### src/rtl/cv32e40p_rf_wb_arbiter.sv
// Write-back arbiter that shares the two register-file write ports between LSU, EX and buffered APU results.
// LSU always wins a port, and EX and APU share the other port under round-robin. All write outputs are registered.
module cv32e40p_rf_wb_arbiter #(
  parameter  int ADDR_WIDTH     = 6,
  parameter  int DATA_WIDTH     = 32,
  parameter  int APU_FIFO_DEPTH = 2,
  localparam int PTR_W          = (APU_FIFO_DEPTH > 1) ? $clog2(APU_FIFO_DEPTH) : 1,
  localparam int CNT_W          = $clog2(APU_FIFO_DEPTH) + 1
) (
  input  logic                  clk,
  input  logic                  rst_n,

  input  logic                  lsu_valid_i,
  input  logic [ADDR_WIDTH-1:0] lsu_addr_i,
  input  logic [DATA_WIDTH-1:0] lsu_data_i,

  input  logic                  ex_valid_i,
  input  logic [ADDR_WIDTH-1:0] ex_addr_i,
  input  logic [DATA_WIDTH-1:0] ex_data_i,
  output logic                  ex_ready_o,

  input  logic                  apu_valid_i,
  input  logic [ADDR_WIDTH-1:0] apu_addr_i,
  input  logic [DATA_WIDTH-1:0] apu_data_i,
  output logic                  apu_ready_o,

  output logic [ADDR_WIDTH-1:0] waddr_a_o,
  output logic [DATA_WIDTH-1:0] wdata_a_o,
  output logic                  we_a_o,
  output logic [ADDR_WIDTH-1:0] waddr_b_o,
  output logic [DATA_WIDTH-1:0] wdata_b_o,
  output logic                  we_b_o,
  output logic                  superseded_o,
  output logic [CNT_W-1:0]      apu_fifo_cnt_o
);

  // ---------------------------------------------------------------------------
  // APU result FIFO
  // ---------------------------------------------------------------------------
  logic [ADDR_WIDTH-1:0] fifo_addr [APU_FIFO_DEPTH];
  logic [DATA_WIDTH-1:0] fifo_data [APU_FIFO_DEPTH];
  logic [PTR_W-1:0]      wr_ptr_q, rd_ptr_q;
  logic [CNT_W-1:0]      cnt_q;
  logic                  push, pop, fifo_valid;
  logic [ADDR_WIDTH-1:0] head_addr;
  logic [DATA_WIDTH-1:0] head_data;

  assign apu_ready_o    = (cnt_q != CNT_W'(APU_FIFO_DEPTH));
  assign fifo_valid     = (cnt_q != '0);
  assign push           = apu_valid_i && apu_ready_o;
  assign head_addr      = fifo_addr[rd_ptr_q];
  assign head_data      = fifo_data[rd_ptr_q];
  assign apu_fifo_cnt_o = cnt_q;

  // NOTE: payload storage has no reset; occupancy is tracked by cnt_q, so stale entries are never read.
  always_ff @(posedge clk) begin
    if (push) begin
      fifo_addr[wr_ptr_q] <= apu_addr_i;
      fifo_data[wr_ptr_q] <= apu_data_i;
    end
  end

  // NOTE: all clocked state uses non-blocking assignments, so every flop samples pre-edge values.
  always_ff @(posedge clk or negedge rst_n) begin
    if (!rst_n) begin
      wr_ptr_q <= '0;
      rd_ptr_q <= '0;
      cnt_q    <= '0;
    end else begin
      if (push) wr_ptr_q <= wr_ptr_q + PTR_W'(1);
      if (pop)  rd_ptr_q <= rd_ptr_q + PTR_W'(1);
      unique case ({push, pop})
        2'b10:   cnt_q <= cnt_q + CNT_W'(1);
        2'b01:   cnt_q <= cnt_q - CNT_W'(1);
        default: cnt_q <= cnt_q;
      endcase
    end
  end

  // ---------------------------------------------------------------------------
  // Grant: LSU always; EX/APU both unless all three contend, then round-robin
  // ---------------------------------------------------------------------------
  logic rr_q;
  logic three_way, grant_ex, grant_apu;

  assign three_way = lsu_valid_i && ex_valid_i && fifo_valid;

  // NOTE: defaults first in every always_comb so no path leaves a signal unassigned (no latches).
  always_comb begin
    grant_ex  = ex_valid_i;
    grant_apu = fifo_valid;
    if (three_way) begin
      grant_ex  = !rr_q;
      grant_apu = rr_q;
    end
  end

  assign ex_ready_o = grant_ex;
  assign pop        = grant_apu;

  always_ff @(posedge clk or negedge rst_n) begin
    if (!rst_n)         rr_q <= 1'b0;
    else if (three_way) rr_q <= grant_ex;
  end

  // ---------------------------------------------------------------------------
  // Port routing, x0 filter and same-address collision resolution
  // ---------------------------------------------------------------------------
  logic                  a_vld, b_vld, collision, we_a_d, we_b_d;
  logic [ADDR_WIDTH-1:0] a_addr, b_addr;
  logic [DATA_WIDTH-1:0] a_data, b_data;

  always_comb begin
    a_vld  = 1'b0;
    a_addr = '0;
    a_data = '0;
    b_vld  = 1'b0;
    b_addr = '0;
    b_data = '0;
    if (lsu_valid_i) begin
      a_vld  = 1'b1;
      a_addr = lsu_addr_i;
      a_data = lsu_data_i;
      if (grant_ex) begin
        b_vld  = 1'b1;
        b_addr = ex_addr_i;
        b_data = ex_data_i;
      end else if (grant_apu) begin
        b_vld  = 1'b1;
        b_addr = head_addr;
        b_data = head_data;
      end
    end else begin
      if (grant_apu) begin
        a_vld  = 1'b1;
        a_addr = head_addr;
        a_data = head_data;
      end
      if (grant_ex) begin
        b_vld  = 1'b1;
        b_addr = ex_addr_i;
        b_data = ex_data_i;
      end
    end

    collision = a_vld && b_vld && (a_addr == b_addr) && (a_addr != '0);
    // EX > LSU > APU: only the LSU-vs-APU pairing needs the winner moved onto port B.
    if (collision && lsu_valid_i && grant_apu) begin
      b_addr = lsu_addr_i;
      b_data = lsu_data_i;
    end

    we_a_d = a_vld && (a_addr != '0) && !collision;
    we_b_d = b_vld && (b_addr != '0);
  end

  always_ff @(posedge clk or negedge rst_n) begin
    if (!rst_n) begin
      we_a_o       <= 1'b0;
      waddr_a_o    <= '0;
      wdata_a_o    <= '0;
      we_b_o       <= 1'b0;
      waddr_b_o    <= '0;
      wdata_b_o    <= '0;
      superseded_o <= 1'b0;
    end else begin
      we_a_o       <= we_a_d;
      waddr_a_o    <= we_a_d ? a_addr : '0;
      wdata_a_o    <= we_a_d ? a_data : '0;
      we_b_o       <= we_b_d;
      waddr_b_o    <= we_b_d ? b_addr : '0;
      wdata_b_o    <= we_b_d ? b_data : '0;
      superseded_o <= collision;
    end
  end

endmodule

### config.mk
export PLATFORM = sky130hd
export DESIGN_NAME = cv32e40p_rf_wb_arbiter
export DESIGN_NICKNAME = d
export VERILOG_FILES = /design/src/rtl/cv32e40p_rf_wb_arbiter.sv
export SDC_FILE = /design/constraint.sdc
export NUM_CORES = 1
export LEC_CHECK = 0
export BUFFER_PORTS_ARGS = -buffer_cell sky130_fd_sc_hd__buf_2
export CAP_MARGIN = 20
export CORE_MARGIN = 3
export CORE_UTILIZATION = 30
export DETAILED_ROUTE_END_ITERATION = 6
export SETUP_SLACK_MARGIN = 0.3
export SYNTH_ARGS = -nofsm -noshare
export SYNTH_HDL_FRONTEND = slang
export SYNTH_SLANG_ARGS = --single-unit
### constraint.sdc
create_clock -name clk -period 6.9 [get_ports clk]
set_clock_uncertainty 0.1 [all_clocks]
set_input_delay 0.69 -clock clk [delete_from_list [all_inputs] [get_ports clk]]
set_output_delay 0.69 -clock clk [all_outputs]
set_load 0.02 [all_outputs]
## Word level (Yosys, flattened, before mapping)

Memory sizes are Yosys's and may differ from the RTL's.
Cells that the tools add are included.

| storage, ports and cells | value |
|---|---|
| register bits | 84 |
| RAM bits | 76 |
| bits of input ports | 119 |
| output and inout bits | 83 |
| word-level logic and storage cells | 64 |
| memories kept | 2 |

| operators by class | value |
|---|---|
| add/subtract/negate cells | 4 |
| eq/ne operators | 4 |
| multiplexer cells | 26 |
| reductions and logical operators | 17 |

Memories:

| name | depth | bits a word | read ports | clocked after memory_dff | wr ports | line | text |
|---|---|---|---|---|---|---|---|
| fifo_data | 2 | 32 | 1 | 0 | 1 | 41 | `logic [DATA_WIDTH-1:0] fifo_data [APU_FIFO_DEPTH];` |
| fifo_addr | 2 | 6 | 1 | 0 | 1 | 40 | `logic [ADDR_WIDTH-1:0] fifo_addr [APU_FIFO_DEPTH];` |

Operators with widths:

| cell | count |
|---|---|
| two-way mux 32 bit | 8 |
| two-way mux 6 bit | 8 |
| nonzero test 6 bit | 2 |
| logical AND 1 bit | 11 |
| two-way mux 1 bit | 9 |
| equality test 6 bit | 1 |
| case mux 2 bit (2 select lines) | 1 |
| nonzero test 2 bit | 2 |
| adder 1 bit, second input constant | 2 |
| adder 2 x 1 -> 2 bit, second input constant | 1 |
| equality test 2 x 1 -> 1 bit, second input constant | 1 |
| equality test 2 bit, second input constant | 1 |
| logical NOT 1 bit | 2 |
| inequality test 2 bit, second input constant | 1 |
| subtractor 2 x 1 -> 2 bit, second input constant | 1 |

## Logic depth before layout (Yosys ltp)

Gate-level depths: netlist of the first run.

| logic depth | value |
|---|---|
| word-level depth | 15 |
| depth in mapped cells | 10 |

## Least setup slack after synthesis of the first run

Ideal clock, no wire load.

| timing | value |
|---|---|
| path kind | flip-flop to flip-flop |
| from | reg cnt_q[0], in the netlist apu_fifo_cnt_o[0] |
| to | mem fifo_addr[0][0] (enable) |
| data arrival time | 2.681 ns |
| data required time | 6.367 ns |
| slack | 3.686 ns |
| stages on the path, launching flop included | 5 |
| path through | dfrtp_1 buf_2 nand2b_1 nand2_1 nor2_1 |

| on the way | value |
|---|---|
| cells in the longest elaborated chain, start to end | 4 |

RTL lines:

| element | line | text |
|---|---|---|
| start, declared | 43 | `logic [CNT_W-1:0] cnt_q;` |
| start signal, assigned | 73 | `2'b10: cnt_q <= cnt_q + CNT_W'(1);` |
| start signal, assigned | 74 | `2'b01: cnt_q <= cnt_q - CNT_W'(1);` |
| start signal, assigned | 75 | `default: cnt_q <= cnt_q;` |
| inequality test 2 bit | 48 | `assign apu_ready_o = (cnt_q != CNT_W'(APU_FIFO_DEPTH));` |
| net apu_ready_o | 25 | `output logic apu_ready_o,` |
| logical AND 1 bit | 50 | `assign push = apu_valid_i && apu_ready_o;` |
| two-way mux 1 bit | 57 | `if (push) begin` |
| two-way mux 1 bit (implied by the code) | 58 | `fifo_addr[wr_ptr_q] <= apu_addr_i;` |
| end, declared | 40 |  |

The timed path passes the listed nets, and every way through them passes these cells.

## Worst setup path after layout of the first run

| timing | value |
|---|---|
| from | in lsu_valid_i |
| to | reg wdata_a_o[31] |

| on the way | value |
|---|---|
| cells in the longest elaborated chain, start to end | 12 |

RTL lines:

| element | line | text |
|---|---|---|
| start, declared | 13 | `input logic lsu_valid_i,` |
| logical AND 1 bit (2 in series) | 86 | `assign three_way = lsu_valid_i && ex_valid_i && fifo_valid;` |
| two-way mux 1 bit | 92 | `if (three_way) begin` |
| two-way mux 6 bit or two-way mux 1 bit (tied branches) | 128, 134 |  |
| two-way mux 6 bit or two-way mux 1 bit (tied branches) | 124 | `if (grant_ex) begin` |
| two-way mux 6 bit or two-way mux 1 bit (tied branches) | 120 | `if (lsu_valid_i) begin` |
| equality test 6 bit or logical AND 1 bit (tied branches) | 146 | `collision = a_vld && b_vld && (a_addr == b_addr) && (a_addr != '0);` |
| logical AND 1 bit (2 in series) | 146 |  |
| logical NOT 1 bit | 153 | `we_a_d = a_vld && (a_addr != '0) && !collision;` |
| logical AND 1 bit | 153 |  |
| two-way mux 32 bit (*) | 169 | `wdata_a_o <= we_a_d ? a_data : '0;` |
| end signal, assigned | 169 |  |
| end, declared | 28 | `output logic [DATA_WIDTH-1:0] wdata_a_o,` |

Mark *: on every way between the ends. The rest lies on a longest branch, timed or not.
A chain may end at the register's enable or synchronous reset.

==> summary.md, run 1 <==
| Metric | Value |
|---|---|
| Final hold violations | `0` |
| Seq/Total Area, Yosys | `63.1%` |
| Routed Antenna Nets | `0` |
| Iter 0 DRT Violations | `295` |
| Layout cells sized above 1 | `38.5%` |
| Final Max Slew Viols | `0` |
| Yosys warnings | `0` |
| RSZ-0062 raised after global routing | `false` |
| Setup WS pre-CTS | `2430 ps` |
| Iteration count of the initial detailed-routing pass | `4` |
| Setup TNS | `0 ps` |
| Initial core utilization | `30.6%` |
| GR Util All Layers | `15.7%` |
| Synth area leaders | `edfxtp_1 (33%), dfrtp_1 (30%), mux2_2 (5.7%)` |
| # clock sinks | `160` |
| Global-route wire length before repair | `29500 um` |
| Placed insts | `994` |
| Core Region | `22700 um^2` |
| Die X | `158 um` |
| GRT overflow | `0` |
| Initial antenna violation count | `2` |
| # hold bufs at CTS | `0` |
| Die area | `25000 um^2` |
| Largest net degree at the start of global routing | `57` |
| Post-CTS setup repair buffer count | `0` |
| Avg Cell Area, Syn | `12.9 um^2` |
| Top cell type's share of synthesized area | `32.9%` |
| Slowest cell delay on critical path | `850 ps` |
| Area taken by flip-flops and latches | `4390 um^2` |
| Routed WL | `19400 um` |
| Clock Tree Root | `clkbuf_16` |
| Cell mode on critical path | `buf_4` |
| Power per cell area | `418 nW/um^2` |
| Commonest cells in the netlist | `dfrtp_1 (84), nand2_1 (78), edfxtp_1 (76), nor2_1 (39), mux2i_1 (36)` |
| Cells after Synth | `539` |
| Max_cap viols | `0` |
| Nets | `849` |
| Area grow syn2layout | `26.8%` |
| Post-synth top area cell | `edfxtp_1` |
| IO buf count | `201` |
| Async set-or-reset flop fraction in the synthesized netlist | `52.5%` |
| CP Data Required Time | `7040 ps` |
| CTS tree | `yes` |
| Worst-Skew Late Latency | `410 ps` |
| Highest clock rate | `0.249 GHz` |
| Hold slack | `120 ps` |
| CP arrival | `4160 ps` |
| Multi-input logic area | `2380 um^2` |
| Slowest stage cell on the critical path | `o21bai_4` |
| Clk pin slew, worst setup/hold paths | `60 ps` |
| Actual slew at the worst max-slew pin | `1030 ps` |
| Status | `complete, no violations` |
| Ys flop type | `dfrtp_1` |
| Vias in the first global route | `5103` |
| IO Count | `202` |
| Vias after detailed routing | `5029` |
| Critical path fanouts, max | `56` |
| Drt drc | `0` |
| Fillers | `2201` |
| N_diodes | `0` |
| Final Non-Filler Cells | `1027` |
| Max clock buf depth | `2` |
| DP HPWL | `12900 um` |
| Final min period | `4010 ps` |
| Post-CTS Resized | `0` |
| Post-Syn Nets | `659` |
| CP Cell Sequence | `buf_2, buf_4, inv_2, nor3_4, buf_4, a21o_1, mux2_2, nand4_2, o21bai_4, nor2_1` |
| Slew headroom | `31.4%` |
| Synthesized area | `6950 um^2` |
| Final setup fails | `0` |
| Number of flops mapped to enable cells by yosys | `76` |
| Most common cell in the netlist | `dfrtp_1` |
| Vias/cell | `4.90` |
| H-tree depth | `4` |
| Critical path class | `input pin to flop` |
| Startpoint types | `input pin` |
| Total CTS buffers | `17` |
| Routed WL per cell | `18.9 um` |
| Worst min path class | `input pin to async pin` |
| CP Capture Type | `flop` |
| Final period util | `58.2%` |
| Chip height | `158 um` |
| Yosys reg bits | `160` |
| Rows | `55` |
| GP Congestion | `0.864` |
| Final WS setup | `2890 ps` |
| Peak VDD IR | `0.000143 V` |
| LEAKAGE | `0.00388 uW` |
| Netlist cell types | `58` |
worst paths after layout:
| kind | to | from | slack [ps] | cells past startpoint |
|---|---|---|---|---|
| min in group clk | fifo_data[1][15] | apu_data_i[15] | 360 | 1 |
| max reg2reg | wdata_a_o[31] | apu_fifo_cnt_o[0] | 3220 | 8 |
| max | wdata_a_o[31] | lsu_valid_i | 2890 | 10 |
| min reg2reg | wr_ptr_q | wr_ptr_q | 450 | 1 |
| min | waddr_b_o[1] | rst_n | 120 | 1 |
| max in group asynchronous | wdata_b_o[14] | rst_n | 5540 | 2 |
stage by stage:
| stage | cell area, um^2 | utilization (%) | total power [uW] |
|---|---|---|---|
| 4_1_cts | 8780 | 38.7 | 3720 |
| 3_5_place_dp | 8200 | 36.1 | 2750 |
| 2_1_floorplan | 6950 | - | 2310 |
| 5_1_grt | 8800 | 38.8 | 3930 |
| 6_report | 8800 | 38.8 | 3680 |
| 3_3_place_gp | 8200 | 36.1 | 2740 |
cells in the final DEF, fill, tap and decap left out, types with 3 or more instances in the layout:
cell / n
clkbuf_1: 8
buf_2: 200
xor2_1: 3
nor3_1: 4
dfrtp_1: 83
edfxtp_1: 76
o21ai_0: 7
mux2_2: 35
bufinv_16: 3
a22o_1: 33
a22oi_1: 33
nor2_1: 38
a21oi_1: 8
nand2_1: 78
o32ai_1: 3
clkbuf_16: 17
mux2i_1: 36
nand2b_1: 4
nand3_1: 6
o21a_1: 3
buf_4: 8
xnor2_1: 5
registers in the layout, summed over array words and instances (netlist names):
signal and cells:
waddr_b_o 6, wr_ptr_q 1, waddr_a_o 6, we_b_o 1, rd_ptr_q 1, superseded_o 1
wdata_b_o 32, fifo_addr 12, rr_q 1, wdata_a_o 32, we_a_o 1, apu_fifo_cnt_o 2
fifo_data 64
power breakdown:
part | switching [uW] | total (uW) | internal [uW] | leakage (uW)
Clock | 368 | 948 | 580 | 0.000274
Sequential | 122 | 1410 | 1290 | 0.00177
Combinational | 823 | 1320 | 495 | 0.00184
Total | 1310 | 3680 | 2370 | 0.00388
metal layers:
layer  share of wire (%)  track usage [%]  wire [um]  vias up
met5                0.14                0         27        -
met3                 6.8             4.54       1320       20
met1                  44             20.9       8520     2438
met4                 1.0             3.65        194        4
li1                    -                -          -     2363
met2                  48             25.7       9320      204
worst max-delay path: cells and delay by family:
family | cells | cell delay (ps)
buffers and inverters | 4 | 1180
and+or+nand+nor | 3 | 1020
muxes | 1 | 160
AOI/OAI and AO/OA | 2 | 1040
layout make-up:
type,count,area share [%]
clock buffer,26,5.33
clock inverter,6,1.25
inverter,3,0.128
multi-input combinational,338,27.1
sequential,160,49.8
tap,285,4.05
timing repair buffer,209,12.4
kinds of logic after synthesis:
family / synth area share, %
fa+ha+maj: 0.180
compound gates: 11.7
xor+xnor: 1.01
buf+inv: 2.88
simple gates: 10.2
flops: 63.1
mux: 10.9
No activity file was read; power rests on OpenSTA's default activity.
==> run 2: changes to the inputs <==
clock period = 3.66 ns   (was 6.9 ns; I/O delays follow)
==> summary.md, run 2 (synthesis gave the netlist of run 1 again) <==
| Metric | Value |
|---|---|
| Routed WL | `19800 um (+2.2%)` |
| CP arrival | `3180 ps (-980 ps)` |
| N_diodes | `0 (unchanged)` |
| Clock Tree Root | `clkbuf_16` |
| Vias/cell | `4.94 (+0.84%)` |
| Global-route wire length before repair | `29200 um (-1.2%)` |
| Final min period | `2950 ps` |
| Total CTS buffers | `17 (unchanged)` |
| Critical path class | `flop to flop` |
| Biggest regs | `fifo_data x64, wdata_a_o x32, wdata_b_o x32` |
| Vias in the first global route | `5091 (-0.24%)` |
| Nets | `856 (+0.82%)` |
| Vias after detailed routing | `5106 (+1.5%)` |
| Drt drc | `0 (unchanged)` |
| Area taken by flip-flops and latches | `4390 um^2 (unchanged)` |
| Hold Path Cell Cnt | `1` |
| Post-CTS setup repair buffer count | `0 (unchanged)` |
| Layout cells sized above 1 | `39.5% (+0.97 points)` |
| Final Max Slew Viols | `0 (unchanged)` |
| Worst-Skew Late Latency | `420 ps (about the same)` |
| Die X | `158 um (unchanged)` |
| LEAKAGE | `0.00390 uW (+0.55%)` |
| CP Capture Type | `flop` |
| H-tree depth | `4 (unchanged)` |
| Die area | `25000 um^2 (unchanged)` |
| Commonest non-fill, non-tap cell in the layout | `buf_2` |
| Actual slew at the worst max-slew pin | `1030 ps (+0.839 ps)` |
| Routed Antenna Nets | `0 (unchanged)` |
| Clk pin slew, worst setup/hold paths | `60 ps (about the same)` |
| Max clock buf depth | `2 (unchanged)` |
| Max_cap viols | `0 (unchanged)` |
| Slowest cell delay on critical path | `500 ps (-350 ps)` |
| Cells on worst reg2reg path | `8 (unchanged)` |
| Final hold violations | `0 (unchanged)` |
| Worst min path class | `input pin to flop` |
| Fin util | `38.9% (+0.13 points)` |
| Setup crit start | `apu_fifo_cnt_o[0]` |
| Multi-input logic area | `2380 um^2 (unchanged)` |
| Placed insts | `1000 (+0.60%)` |
| CP Cell Sequence | `o211ai_2, and2_2, o2bb2ai_2, xor2_1, nand2_1, nor4b_4, buf_4, mux2i_1` |
| Critical path fanouts, max | `19 (-66%)` |
| Worst r2r src | `apu_fifo_cnt_o[0]` |
| Initial antenna violation count | `4 (+2)` |
| Largest net degree at the start of global routing | `77 (+35%)` |
| # clock sinks | `160 (unchanged)` |
| Startpoint types | `flop` |
| Fillers | `2267 (+3.0%)` |
| Chip height | `158 um (unchanged)` |
| RSZ-0062 raised after global routing | `false` |
| IO buf count | `201 (unchanged)` |
| Max reg flops | `64 (unchanged)` |
| CTS tree | `yes` |
| DP HPWL | `13500 um (+4.7%)` |
| Tot Pwr | `6830 uW (+86%)` |
| Hold slack | `32.8 ps (-87.4 ps)` |
| Iter 0 DRT Violations | `272 (-7.8%)` |
| Status | `complete, no violations` |
| Area grow syn2layout | `27.2%` |
| Slowest stage cell on the critical path | `and2_2` |
| Routed WL per cell | `19.2 um (+1.5%)` |
| Iteration count of the initial detailed-routing pass | `5 (+1)` |
| Peak VDD IR | `0.000282 V (+97%)` |
| GRT overflow | `0 (unchanged)` |
| GP Congestion | `0.897 (+3.8%)` |
| CP Data Required Time | `3890 ps (-3150 ps)` |
| Final period util | `80.6%` |
| Rows | `55 (unchanged)` |
| Highest clock rate | `0.339 GHz` |
| Most frequent cells in the layout | `buf_2 (200), dfrtp_1 (83), nand2_1 (78)` |
| Min-delay src | `apu_data_i[6]` |
| Final setup fails | `0 (unchanged)` |
| Setup TNS | `0 ps (unchanged)` |
| Core Region | `22700 um^2 (unchanged)` |
| Power per cell area | `774 nW/um^2 (+85%)` |
| GR Util All Layers | `15.6% (-0.12 points)` |
| Top reg by flops | `fifo_data` |
| Initial core utilization | `30.6% (unchanged)` |
| Final Non-Filler Cells | `1034 (+0.68%)` |
| Slew headroom | `31.3% (-0.056 points)` |
| IO Count | `202 (unchanged)` |
==> run 2: changes by cell type in the layout (fill, tap and decap cells not counted), moves of 2 or more <==
cell,delta
inv_6,+2
clkbuf_8,+3
buf_12,+2
bufinv_16,-3
buf_4,+5
clkbuf_1,-3
==> run 2: area by class of cell <==
cell class	count	share of cell area, %
timing repair buffer	216	13.0
clock buffer	26	5.65
multi-input combinational	338	27.0
inverter	3	0.127
tap	285	4.04
sequential	160	49.6
clock inverter	6	0.566
==> run 2: final timing paths <==
path                                   end  slack [ps]
min in group asynchronous     waddr_b_o[1]         360
max                          wdata_b_o[31]         710
min reg2reg                       wr_ptr_q         450
max in group asynchronous     waddr_a_o[0]        2330
min                        fifo_data[1][6]          30
max reg2reg                  wdata_b_o[31]         710
==> run 2: worst max-delay path, delay by kind of cell (launching register included) <==
kind	cells	cell delay, ps
AO/OA/AOI/OAI	2	520
AND/OR/NAND/NOR	3	870
XOR/XNOR	1	220
flip-flops	1	490
buffers and inverters	1	400
multiplexers	1	250
==> run 2: routing by layer <==
metal / GRT usage [%] / share of wire (%)
met5: 0 / 0.24
met4: 4.83 / 1.3
met3: 3.88 / 6.6
met2: 25.2 / 48
met1: 20.9 / 44
==> run 2: stage by stage <==
step	instance area [um^2]	setup slack, ps
after CTS	8800	676
after global placement	8260	571
final	8830	711
after global routing	8830	529
after detailed placement	8260	497
after floorplan	6950	446
==> run 2: what timing repair did <==
action | CTS | global route
gates resized for setup | 0 | 0
hold buffers | 0 | 1
hold endpoints to repair | 0 | 34
endpoints found under the setup margin | 0 | 0
==> run 2: report_power, final <==
part / leakage, uW / internal (uW) / switching [uW] / total [uW]
clock: 0.000262 / 948 / 712 / 1660
sequential: 0.00177 / 2440 / 215 / 2650
combinational: 0.00187 / 942 / 1580 / 2520
total: 0.00390 / 4330 / 2510 / 6830
==> run 3: changes to the inputs <==
ABC_AREA = 1   (was default)
clock period = 2.5 ns   (was 3.66 ns; I/O delays follow)
==> summary.md, run 3 <==
| Metric | Value |
|---|---|
| Final WS setup | `161 ps (-550 ps)` |
| Setup WS pre-CTS | `59.8 ps (-437 ps)` |
| Synth Area in XOR/XNOR | `0.631% (-0.38 points)` |
| Stages on worst setup path | `16 (+8)` |
| Routed WL per cell | `18.4 um (-3.9%)` |
| Adder-Cell Fraction of Synth Area | `0.180% (+0.00023 points)` |
| Most common cell in the netlist | `nand2_1` |
| Nets | `1145 (+34%)` |
| Largest net degree at the start of global routing | `44 (-43%)` |
| Mux cell area share after synthesis | `0% (-11 points)` |
| CP Data Required Time | `2700 ps (-1190 ps)` |
| Async set-or-reset flop fraction in the synthesized netlist | `52.5% (unchanged)` |
| Die X | `158 um (about the same)` |
| Actual slew at the worst max-slew pin | `631 ps (-399 ps)` |
| Slew headroom | `57.9% (+27 points)` |
| Routed WL | `24400 um (+23%)` |
| Initial antenna violation count | `1 (-3)` |
| Worst r2r src | `rd_ptr_q` |
| Ys flop type | `dfrtp_1` |
| Netlist cell types | `29 (-50%)` |
| H-tree depth | `4 (unchanged)` |
| IO buf count | `201 (unchanged)` |
| Top cell type's share of synthesized area | `32.9% (+0.041 points)` |
| CP arrival | `2540 ps (-640 ps)` |
| Vias/cell | `4.81 (-2.6%)` |
| Post-synth top area cell | `edfxtp_1` |
| Chip height | `158 um (about the same)` |
| Iteration count of the initial detailed-routing pass | `5 (unchanged)` |
| Worst setup endpoint | `wdata_a_o[2]` |
| Worst min path class | `input pin to flop` |
| # clock sinks | `160 (unchanged)` |
| Status | `complete, no violations` |
| Iter 0 DRT Violations | `390 (+43%)` |
| Most frequent cells in the layout | `nand2_1 (242), buf_2 (200), dfrtp_1 (80)` |
| Critical path fanouts, max | `6 (-13)` |
| Rows | `55 (unchanged)` |
| Slowest stage cell on the critical path | `dfrtp_2` |
| Fillers | `2160 (-4.7%)` |
| Critical path class | `flop to flop` |
| Vias after detailed routing | `6365 (+25%)` |
| GP Congestion | `0.834 (-7.0%)` |
| Yosys warnings | `0 (unchanged)` |
| Peak VDD IR | `0.000445 V (+58%)` |
| Layout cells sized above 1 | `39.9% (+0.37 points)` |
| IO Count | `202 (unchanged)` |
| Post-route cell area | `10500 um^2 (+19%)` |
| Worst Path Buf+Inv | `4 (+3)` |
| Main combinational cell family by area after synthesis | `simple AND/OR/NAND/NOR gates` |
| DP HPWL | `14900 um (+11%)` |
| Commonest non-fill, non-tap cell in the layout | `nand2_1` |
| Setup TNS | `0 ps (unchanged)` |
| Cells on worst reg2reg path | `16 (+8)` |
| RSZ-0062 raised after global routing | `true` |
| GR Util All Layers | `18.1% (+2.4 points)` |
| Cells after Synth | `735 (+36%)` |
| Top reg by flops | `fifo_data` |
| Vias in the first global route | `6280 (+23%)` |
| Commonest cells in the netlist | `nand2_1 (280), dfrtp_1 (84), edfxtp_1 (76), o21ai_0 (68), nor2_1 (46)` |
| Core Region | `22700 um^2 (unchanged)` |
| GRT overflow | `0 (unchanged)` |
| Max_cap viols | `0 (unchanged)` |
| Synth area leaders | `edfxtp_1 (33%), dfrtp_1 (30%), nand2_1 (15%)` |
| CP Cell Sequence | `buf_6, nand2_4, nand2_4, inv_2, nor2_4, a21oi_2, nand2_1, nand2_1, nor2_2, nand2_2, nor2_4, nand2_2, o21ai_4, buf_12, clkbuf_16, nor2_1` |
| Post-Syn Nets | `855 (+30%)` |
| LEAKAGE | `0.00478 uW (+22%)` |
| Yosys reg bits | `160 (unchanged)` |
| Final hold violations | `0 (unchanged)` |
| DP Area | `8450 um^2 (+2.3%)` |
| Routed Antenna Nets | `0 (unchanged)` |
| CP Capture Type | `flop` |
| Startpoint types | `flop` |
| Setup crit start | `rd_ptr_q` |
| Final min period | `2340 ps (-610 ps)` |
| Setup slack, reg-to-reg | `160 ps (-550 ps)` |
| N_diodes | `0 (unchanged)` |
| Fin util | `46.3% (+7.4 points)` |
| Tot Pwr | `11900 uW (+74%)` |
| Worst-Skew Late Latency | `420 ps (about the same)` |
| Synthesized-area fraction occupied by and/or/nand/nor cells | `23.0% (+13 points)` |
| Slowest cell delay on critical path | `460 ps (-40 ps)` |
| Compound-Gate Fraction of Synth Area | `8.62% (-3.1 points)` |
| Number of flops mapped to enable cells by yosys | `76 (unchanged)` |
| Seq/Total Area, Yosys | `63.2% (+0.080 points)` |
| Global-route wire length before repair | `34500 um (+18%)` |
| CTS tree | `yes` |
| Final Max Slew Viols | `0 (unchanged)` |
| Clock Tree Root | `clkbuf_16` |
| Final setup fails | `0 (unchanged)` |
| Crit-path leading delay family | `simple AND/OR/NAND/NOR gates` |
| Highest clock rate | `0.428 GHz (+26%)` |
| Avg Cell Area, Syn | `9.44 um^2 (-27%)` |
| Initial core utilization | `30.5% (-0.039 points)` |
| Synthesized area | `6940 um^2 (-0.13%)` |
| Max reg flops | `64 (unchanged)` |
| Power per cell area | `1130 nW/um^2 (+46%)` |
| Final period util | `93.6% (+13 points)` |
| Max clock buf depth | `2 (unchanged)` |
| Area grow syn2layout | `51.7%` |
| Drt drc | `0 (unchanged)` |
| R2r endpoint | `wdata_a_o[2]` |
| Die area | `25000 um^2 (-0.12%)` |
| Clk pin slew, worst setup/hold paths | `70 ps (about the same)` |
| Biggest regs | `fifo_data x64, wdata_a_o x32, wdata_b_o x32` |
| Total CTS buffers | `17 (unchanged)` |
## run 3: changes by cell type after synthesis, moves of 16 or more
cell	change
a22o_1	-33
mux2_2	-35
inv_1	+16
a21oi_1	+28
a22oi_1	-33
nand2_1	+202
nand4_1	+31
o21ai_0	+61
mux2i_1	-36
## run 3: metrics by stage
stage	cells	hold slack (ps)
after floorplan	735	-146
after global placement	1201	175
after detailed placement	1201	177
after CTS	1305	1.37
after global routing	1323	3.67
final	1323	10.7
## run 3: worst reg2reg max path, cell delays in order, from the launching register on
cell and delay [ps]:
dfrtp_2 460, buf_6 160, nand2_4 50, nand2_4 80, inv_2 50, nor2_4 100
a21oi_2 90, nand2_1 100, nand2_1 80, nor2_2 130, nand2_2 70, nor2_4 170
nand2_2 110, o21ai_4 120, buf_12 170, clkbuf_16 160, nor2_1 40
## run 3: routing by layer
metal,GRT usage [%],routed length (um)
met5,0,20
met4,6.76,519
met3,4.05,1550
met2,29.6,12000
met1,23.5,10200
## run 3: logic make-up (layout without fill, tap and decap cells)
family                   after synthesis  count (layout)
flip-flops                           160             160
adder cells (fa/ha/maj)                1               1
AND/OR/NAND/NOR                      386             386
AO/OA/AOI/OAI                        114             114
XOR/XNOR                               5               5
buffers and inverters                 69             372
## run 3: timing repair
action	CTS	global route
pin swaps	6	38
endpoints found under the hold margin	137	0
hold buffers	56	0
setup buffers	14	11
resized for setup	38	107
endpoints found under the setup margin	72	72
gates cloned	2	7
## run 3: report_power, final
group	switching [uW]	internal [uW]	total (uW)
Clock	1130	1490	2610
Combinational	3470	1960	5430
Sequential	253	3590	3850
Total	4850	7040	11900
## run 3: worst min-delay path by stage
stage,start,slack [ps],to,depth (start not counted)
after floorplan,rst_n,-150,apu_fifo_cnt_o[0],0
after global placement,rst_n,170,wdata_a_o[4],1
after detailed placement,rst_n,180,wdata_a_o[4],1
after CTS,lsu_data_i[31],1,wdata_a_o[31],3
after global routing,lsu_data_i[9],4,wdata_b_o[9],3
final,ex_addr_i[5],10,waddr_b_o[5],3
## run 3: area by class of cell
| type | instances | area (um^2) | share of cell area [%] |
|---|---|---|---|
| flip-flops and latches | 160 | 4390 | 41.7 |
| well taps | 285 | 357 | 3.39 |
| clock buffers | 17 | 425 | 4.04 |
| inverters | 21 | 91.3 | 0.868 |
| repair buffers | 319 | 2350 | 22.3 |
| multi-input cells | 506 | 2760 | 26.2 |
| clock inverters | 15 | 156 | 1.49 |
